<file path="src/rtl/exec_pkg.sv">
// Shared definitions for the execute result stage: MIPS funct codes and FSM states.
package exec_pkg;

  localparam int unsigned FN_W = 6;

  localparam logic [FN_W-1:0] FN_ADD   = 6'd32;
  localparam logic [FN_W-1:0] FN_SUB   = 6'd34;
  localparam logic [FN_W-1:0] FN_AND   = 6'd36;
  localparam logic [FN_W-1:0] FN_OR    = 6'd37;
  localparam logic [FN_W-1:0] FN_SLT   = 6'd42;
  localparam logic [FN_W-1:0] FN_SRL   = 6'd2;
  localparam logic [FN_W-1:0] FN_MULTU = 6'd25;
  localparam logic [FN_W-1:0] FN_MFHI  = 6'd16;
  localparam logic [FN_W-1:0] FN_MFLO  = 6'd18;

  typedef enum logic {
    S_IDLE,
    S_MUL
  } state_e;

endpackage

</file>
<file path="src/rtl/multu_seq.sv">
// Sequential unsigned shift-add multiplier datapath, one iteration per step cycle.
// The next-product and last-iteration strobe are exposed combinationally so the
// owner can capture the final product on the same edge as the last iteration.
module multu_seq #(
  parameter int unsigned WIDTH = 32
) (
  input  logic                 clk,
  input  logic                 rst_n,
  input  logic                 start,
  input  logic                 step,
  input  logic [WIDTH-1:0]     a,
  input  logic [WIDTH-1:0]     b,
  output logic                 last_c,
  output logic [2*WIDTH-1:0]   product_c
);

  localparam int unsigned CNT_W  = $clog2(WIDTH);
  localparam int unsigned PROD_W = 2 * WIDTH + 1;

  logic [WIDTH-1:0]  mcand;
  logic [PROD_W-1:0] prod;
  logic [CNT_W-1:0]  cnt;
  logic [WIDTH-1:0]  addend;
  logic [WIDTH:0]    sum;
  logic [PROD_W-1:0] prod_nxt;

  // Upper WIDTH+1 bits keep the carry, so nothing is lost before the shift.
  always_comb begin
    addend    = prod[0] ? mcand : '0;
    sum       = prod[PROD_W-1:WIDTH] + {1'b0, addend};
    prod_nxt  = {1'b0, sum, prod[WIDTH-1:1]};
    product_c = prod_nxt[2*WIDTH-1:0];
    last_c    = step && (cnt == CNT_W'(WIDTH - 1));
  end

  always_ff @(posedge clk or negedge rst_n) begin
    if (!rst_n) begin
      mcand <= '0;
      prod  <= '0;
      cnt   <= '0;
    end else if (start) begin
      mcand <= a;
      prod  <= {(WIDTH + 1)'(0), b};
      cnt   <= '0;
    end else if (step) begin
      prod  <= prod_nxt;
      cnt   <= cnt + CNT_W'(1);
    end
  end

endmodule

</file>
<file path="src/rtl/exec_result_stage.sv">
// Execute-stage result register: selects ALU/shifter/HI/LO results and sequences
// a MULTU through multu_seq into the architectural HI/LO pair.
module exec_result_stage
  import exec_pkg::*;
#(
  parameter int unsigned WIDTH = 32
) (
  input  logic              clk,
  input  logic              rst_n,
  input  logic [FN_W-1:0]   Signal,
  input  logic              valid_in,
  output logic              in_ready,
  input  logic [WIDTH-1:0]  alu_result,
  input  logic [WIDTH-1:0]  shift_result,
  input  logic [WIDTH-1:0]  a,
  input  logic [WIDTH-1:0]  b,
  output logic [WIDTH-1:0]  dataout,
  output logic              out_valid,
  output logic              busy,
  output logic [WIDTH-1:0]  hi,
  output logic [WIDTH-1:0]  lo
);

  state_e             state, state_nxt;
  logic [WIDTH-1:0]   dataout_nxt, hi_nxt, lo_nxt;
  logic               out_valid_nxt, busy_nxt;
  logic               accept_c, start_c, step_c, last_c;
  logic [2*WIDTH-1:0] product_c;

  assign in_ready = ~busy;
  assign accept_c = valid_in & ~busy;

  multu_seq #(.WIDTH(WIDTH)) u_multu (
    .clk       (clk),
    .rst_n     (rst_n),
    .start     (start_c),
    .step      (step_c),
    .a         (a),
    .b         (b),
    .last_c    (last_c),
    .product_c (product_c)
  );

  // Next-state and registered-output values.
  always_comb begin
    state_nxt     = state;
    dataout_nxt   = dataout;
    out_valid_nxt = 1'b0;
    busy_nxt      = busy;
    hi_nxt        = hi;
    lo_nxt        = lo;
    start_c       = 1'b0;
    step_c        = 1'b0;
    unique case (state)
      S_IDLE: begin
        if (accept_c) begin
          if (Signal == FN_MULTU) begin
            start_c   = 1'b1;
            busy_nxt  = 1'b1;
            state_nxt = S_MUL;
          end else begin
            out_valid_nxt = 1'b1;
            case (Signal)
              FN_ADD, FN_SUB, FN_AND, FN_OR, FN_SLT: dataout_nxt = alu_result;
              FN_SRL:  dataout_nxt = shift_result;
              FN_MFHI: dataout_nxt = hi;
              FN_MFLO: dataout_nxt = lo;
              default: dataout_nxt = '0;
            endcase
          end
        end
      end
      S_MUL: begin
        step_c = 1'b1;
        if (last_c) begin
          {hi_nxt, lo_nxt} = product_c;
          dataout_nxt      = product_c[WIDTH-1:0];
          out_valid_nxt    = 1'b1;
          busy_nxt         = 1'b0;
          state_nxt        = S_IDLE;
        end
      end
      default: state_nxt = S_IDLE;
    endcase
  end

  always_ff @(posedge clk or negedge rst_n) begin
    if (!rst_n) begin
      state     <= S_IDLE;
      dataout   <= '0;
      out_valid <= 1'b0;
      busy      <= 1'b0;
      hi        <= '0;
      lo        <= '0;
    end else begin
      state     <= state_nxt;
      dataout   <= dataout_nxt;
      out_valid <= out_valid_nxt;
      busy      <= busy_nxt;
      hi        <= hi_nxt;
      lo        <= lo_nxt;
    end
  end

endmodule

</file>
<file path="config.mk">
export PLATFORM = sky130hd
export DESIGN_NAME = exec_result_stage
export DESIGN_NICKNAME = d
export VERILOG_FILES = /design/src/rtl/exec_pkg.sv /design/src/rtl/multu_seq.sv /design/src/rtl/exec_result_stage.sv
export SDC_FILE = /design/constraint.sdc
export NUM_CORES = 1
export LEC_CHECK = 0
export BUFFER_PORTS_ARGS = -buffer_cell sky130_fd_sc_hd__buf_4
export CAP_MARGIN = 15
export CORE_MARGIN = 1
export CORE_UTILIZATION = 55
export CTS_BUF_LIST = sky130_fd_sc_hd__clkbuf_2 sky130_fd_sc_hd__clkbuf_4 sky130_fd_sc_hd__clkbuf_8
export CTS_CLUSTER_DIAMETER = 120
export DETAILED_ROUTE_END_ITERATION = 7
export GPL_ROUTABILITY_DRIVEN = 0
export PLACE_DENSITY_LB_ADDON = 0.3
export REMOVE_ABC_BUFFERS = 1
export SLEW_MARGIN = 0
export SYNTH_ARGS = -nofsm -noshare
export SYNTH_HDL_FRONTEND = slang
export SYNTH_SLANG_ARGS = --single-unit
</file>
<file path="constraint.sdc">
create_clock -name clk -period 3.6 [get_ports clk]
set_input_delay 0.72 -clock clk [delete_from_list [all_inputs] [get_ports clk]]
set_output_delay 0.72 -clock clk [all_outputs]
set_load 0.05 [all_outputs]
</file>
## Word level (Yosys, flattened, before mapping)

Cells that the tools add are included.
W data, S select, Z words.

| word-level totals | value |
|---|---|
| bits in registers | 201 |
| memory bits (read-only) | 0 |
| output and inout port bits | 99 |
| input bits | 137 |
| latch bits | 0 |
| logic and storage cells | 58 |
| memories | 0 |
| memory bits (writable) | 0 |

| cells by class | value |
|---|---|
| muxes and demuxes | 24 |
| magnitude comparators | 0 |
| reduce and logical (&&, ||, !) cells | 6 |
| multiply operators | 0 |
| divide/modulo/power cells | 0 |
| add/subtract/negate cells | 2 |
| shift-type cells | 0 |
| bitwise logic cells | 3 |
| eq/ne operators | 14 |

Operators with widths:

| operator | count |
|---|---|
| $mux W65 | 2 |
| $mux W32 | 4 |
| $pmux W32 S4 | 1 |
| $pmux W32 S2 | 1 |
| $add A33 B32 Y33 | 1 |
| $eq A6 B6 Y1 const B | 5 |
| $eq A6 B5 Y1 const B | 3 |
| $mux W1 | 11 |
| $mux W5 | 2 |
| $eq A6 B2 Y1 const B | 1 |
| $ne A2 B2 Y1 const B | 3 |
| $pmux W1 S2 | 3 |
| $reduce_and A3 Y1 | 2 |
| $add A5 B1 Y5 const B | 1 |
| $eq A5 B5 Y1 const B | 1 |
| $reduce_or A5 Y1 | 1 |
| $ne A2 B1 Y1 const B | 1 |
| $not A1 Y1 | 2 |
| $reduce_and A2 Y1 | 1 |
| $reduce_bool A2 Y1 | 1 |
| $and A1 B1 Y1 | 1 |
| $logic_and A1 B1 Y1 | 1 |

## Longest topological paths before layout

| depth | value |
|---|---|
| depth after elaboration | 6 |
| mapped depth | 12 |
| mapped depth without buffers | 11 |

## Hierarchy

A second synthesis with hierarchy kept.

| unflattened totals | value |
|---|---|
| cell total of the unflattened synthesis | 1,132 |
| area, all modules | 11,035.6 um2 |

By module, submodules not included:

| module | times used | area an instance (um2) | sequential area each (um2) | cells each |
|---|---|---|---|---|
| multu_seq | 1 | 6,361.1 | 2,527.4 | 651 |
| exec_result_stage | 1 | 4,674.5 | 2,477.4 | 481 |

## Worst setup path before layout

Ideal clock, no wire load.

| path | value |
|---|---|
| path type | reg-to-reg |
| start | register u_multu.prod[0] |
| end | register hi[25] |
| buffers on the path | 1 |
| data required time | 3.475 ns |
| data arrival time | 2.529 ns |
| path slack | 0.947 ns |
| cell stages (with the launch flop) | 12 |
| period minus slack after synthesis | 2.653 ns |
| cells stage by stage | dfrtp_1 -> clkbuf_1 -> and2_1 -> fa_1 -> a21oi_2 -> o21ai_1 -> a21oi_4 -> o21ai_2 -> or2_4 -> a41oi_2 -> xnor2_1 -> mux2_2 |

| between the ends | value |
|---|---|
| word-level cells in the longest chain between the ends | 2 |

RTL lines:

| element | RTL line | source |
|---|---|---|
| start, declared | multu_seq.sv:21 | `logic [PROD_W-1:0] prod;` |
| start signal, assigned | multu_seq.sv:43 | `prod <= {(WIDTH + 1)'(0), b};` |
| start signal, assigned | multu_seq.sv:46 | `prod <= prod_nxt;` |
| $mux W32 | multu_seq.sv:29 | `addend = prod[0] ? mcand : '0;` |
| $add A33 B32 Y33 | multu_seq.sv:30 | `sum = prod[PROD_W-1:WIDTH] + {1'b0, addend};` |
| end signal, assigned | exec_result_stage.sv:100 | `hi <= hi_nxt;` |
| end, declared | exec_result_stage.sv:20 | `output logic [WIDTH-1:0] hi,` |

Every way passes these cells.
A chain may end at the register's enable or synchronous reset.

## Worst setup path in the final report

| path | value |
|---|---|
| start | register u_multu.prod[0] |
| end | register hi[23] |

Same word-level chain as after synthesis.

==> impl_metrics.json <==
{
  "fp.dieW_um": 140,
  "worst-setup-path-type": "flop to flop",
  "fin_ws_ns": 0.503,
  "nets": 1358,
  "fillCellCount": 1463,
  "critPathMaxFanout": 32,
  "grt_antenna_before_repair": 0,
  "start_util_pct": 56.0,
  "ant_nets": 0,
  "synth.distinct_cells": 66,
  "grt_pass1_wl_um": 46300,
  "worstPathRequired_ns": 3.95,
  "netlist_instances": 985,
  "layout_commonest_cell": "buf_4",
  "cts.sinks": 200,
  "area_delta_synth_final_pct": 22.8,
  "rows": 50,
  "worst_slew_margin_rel_pct": 45.8,
  "final_cell_mix": "buf_4, dfrtp_1, a21oi_1",
  "final_util_pct": 68.8,
  "clk_path_buf_depth": 2,
  "tritoncts": "done",
  "seq_area_frac_synth_pct": 47.8,
  "hpwl_um": 20900,
  "track_usage_pct": 30.2,
  "die_area_um2": 19600,
  "cts_resized": 0,
  "dr_total_vias": 8875,
  "first_iter_violations": 1099,
  "netlist_area_um2": 10500,
  "cts.reportedPaths.clkPinSlew_ns": 0.10,
  "start_kind": "flop",
  "h-tree-depth": 4,
  "rsz0062_at_grt": "no",
  "fin_crit_sh_pct": 86.0,
  "drive_gt1_share_pct": 34.4,
  "async_flop_share_pct": 100,
  "min_path_type": "input port to async pin",
  "grt_max_degree": 102,
  "peakVddDrop_mv": 0.374,
  "synth_warnings": 0,
  "n_antenna_cell": 0,
  "finalMaxSlewViolations": 0,
  "grt-ovfl-total": 0,
  "synth_ff_type": "dfrtp_1",
  "arrival_ns": 3.45,
  "insertion_delay_ns": 0.47,
  "critPathCaptureType": "flop",
  "max_cap_viol_count": 0,
  "avgRoutedWirePerCell_um": 20.0,
  "portBuffers": 235,
  "setup_viol": 0,
  "cts_made_buffers": 17,
  "final-hold-violation-count": 0,
  "failed_checks": "DRC",
  "place_ws_ns": 0.522,
  "dr.pass1.iters": 8,
  "coreArea_um2": 18700,
  "avgSynthCellArea_um2": 10.6,
  "synth_edf_count": 0,
  "via_per_inst": 6.19,
  "worstMarginPinSlew_ns": 0.812,
  "die_height_um": 140,
  "wl_um": 28700,
  "status": "finished with violations",
  "ys_seq_elements": 200,
  "ctsHoldBuffers": 0,
  "root_buffer": "clkbuf_8",
  "grt_pass1_vias": 8738,
  "whs_ns": 0.331,
  "leakage_nw": 6.51,
  "period_needed_ns": 3.10,
  "postCtsSetupBuffers": 0,
  "fmax_mhz": 323,
  "num_io_pins": 236,
  "pwr_density_cell_nw_per_um2": 570,
  "remaining_drc_errors": 1,
  "finalClockSkew_ns": 0.0125
}
## power breakdown
part	total [W]	switching [W]	internal [W]
logic	0.00265	0.00168	0.000965
clock network	0.00149	0.000801	0.000692
registers	0.00319	0.000436	0.00275
## per-layer routing
metal	vias to the layer above	global-route usage [%]	share of wire (%)
li1	4056	-	-
met3	61	5.23	7.6
met1	4328	38.9	40
met4	0	11.9	3.0
met5	-	0	0
met2	430	50.9	49
## synth_stat cells, types with 4 or more instances
cell type  number  share of area (%)
nand4_1        11               0.66
a21oi_1       133                6.4
nor2_1         44                1.6
ha_1           34                4.1
buf_2          22                1.1
clkbuf_1       42                1.5
a21o_1         17                1.2
dfrtp_1       200                 48
o21ai_0        22                1.1
a222oi_1       64                6.1
o21ai_1         4               0.19
nand2_1        69                2.5
a22o_1         30                2.5
a21oi_2         7               0.59
nor2b_1         5               0.30
nand3_1         7               0.33
inv_1          46                1.6
xor2_1          9               0.75
mux2_2         92                9.9
xnor2_1        21                1.8
buf_1           6               0.22
and2_1         34                2.0
o21bai_1        4               0.29
and3_1          7               0.42
## critical path: stages, from the launching register on
cell,delay (ns)
dfrtp_1,0.39
buf_4,0.21
and2_1,0.17
ha_1,0.22
fa_1,0.44
a21oi_2,0.18
o21ai_1,0.11
a21oi_4,0.23
o21bai_2,0.13
a31oi_2,0.27
o31a_1,0.24
xnor2_1,0.10
mux2_1,0.28
## final cells by class
class,instances,area [um2],share of cell area (%)
multi-input combinational,667,5020,39.0
sequential,200,5010,38.9
timing repair buffer,254,1950,15.2
tap,234,293,2.28
clock buffer,21,283,2.20
inverter,46,173,1.34
clock inverter,11,135,1.05
## per-stage QoR
step	area, um2	cells	power, W	setup TNS, ns
floorplan	10200	913	0.00491	-232.22
global placement	12400	1401	0.00579	0
detailed placement	12400	1401	0.00587	0
CTS	12900	1433	0.00735	0
global route	12900	1433	0.00770	0
finish	12900	1433	0.00733	0
## state kept, by name (all words and copies together), names as in the netlist
name / cells
state: 1
u_multu.prod: 64
out_valid: 1
u_multu.mcand: 32
u_multu.cnt: 5
busy: 1
dataout: 32
hi: 32
lo: 32
## path summary, 6_finish.rpt
| kind | start | to | slack [ns] | depth (start not counted) |
|---|---|---|---|---|
| max | u_multu.prod[0] | hi[23] | 0.50 | 12 |
| min reg2reg | u_multu.cnt[3] | u_multu.cnt[3] | 0.50 | 1 |
| min in group clk | b[26] | u_multu.prod[26] | 0.46 | 3 |
| max reg2reg | u_multu.prod[0] | hi[23] | 0.50 | 12 |
| min | rst_n | u_multu.mcand[3] | 0.33 | 1 |
| max in group asynchronous | rst_n | hi[23] | 2.34 | 2 |
## logic make-up (layout without fill, tap and decap cells)
logic type               count (synthesis)  count (layout)  synth area share, %
XOR/XNOR                                30              30                 2.51
multiplexers                            94              94                 10.1
AND/OR/NAND/NOR                        194             194                 9.21
adder cells (fa/ha/maj)                 35              35                 4.25
flip-flops                             200             200                 47.8
buffers and inverters                  118             332                 4.64
AO/OA/AOI/OAI                          314             314                 21.5
(Power assumes the default switching activity.)
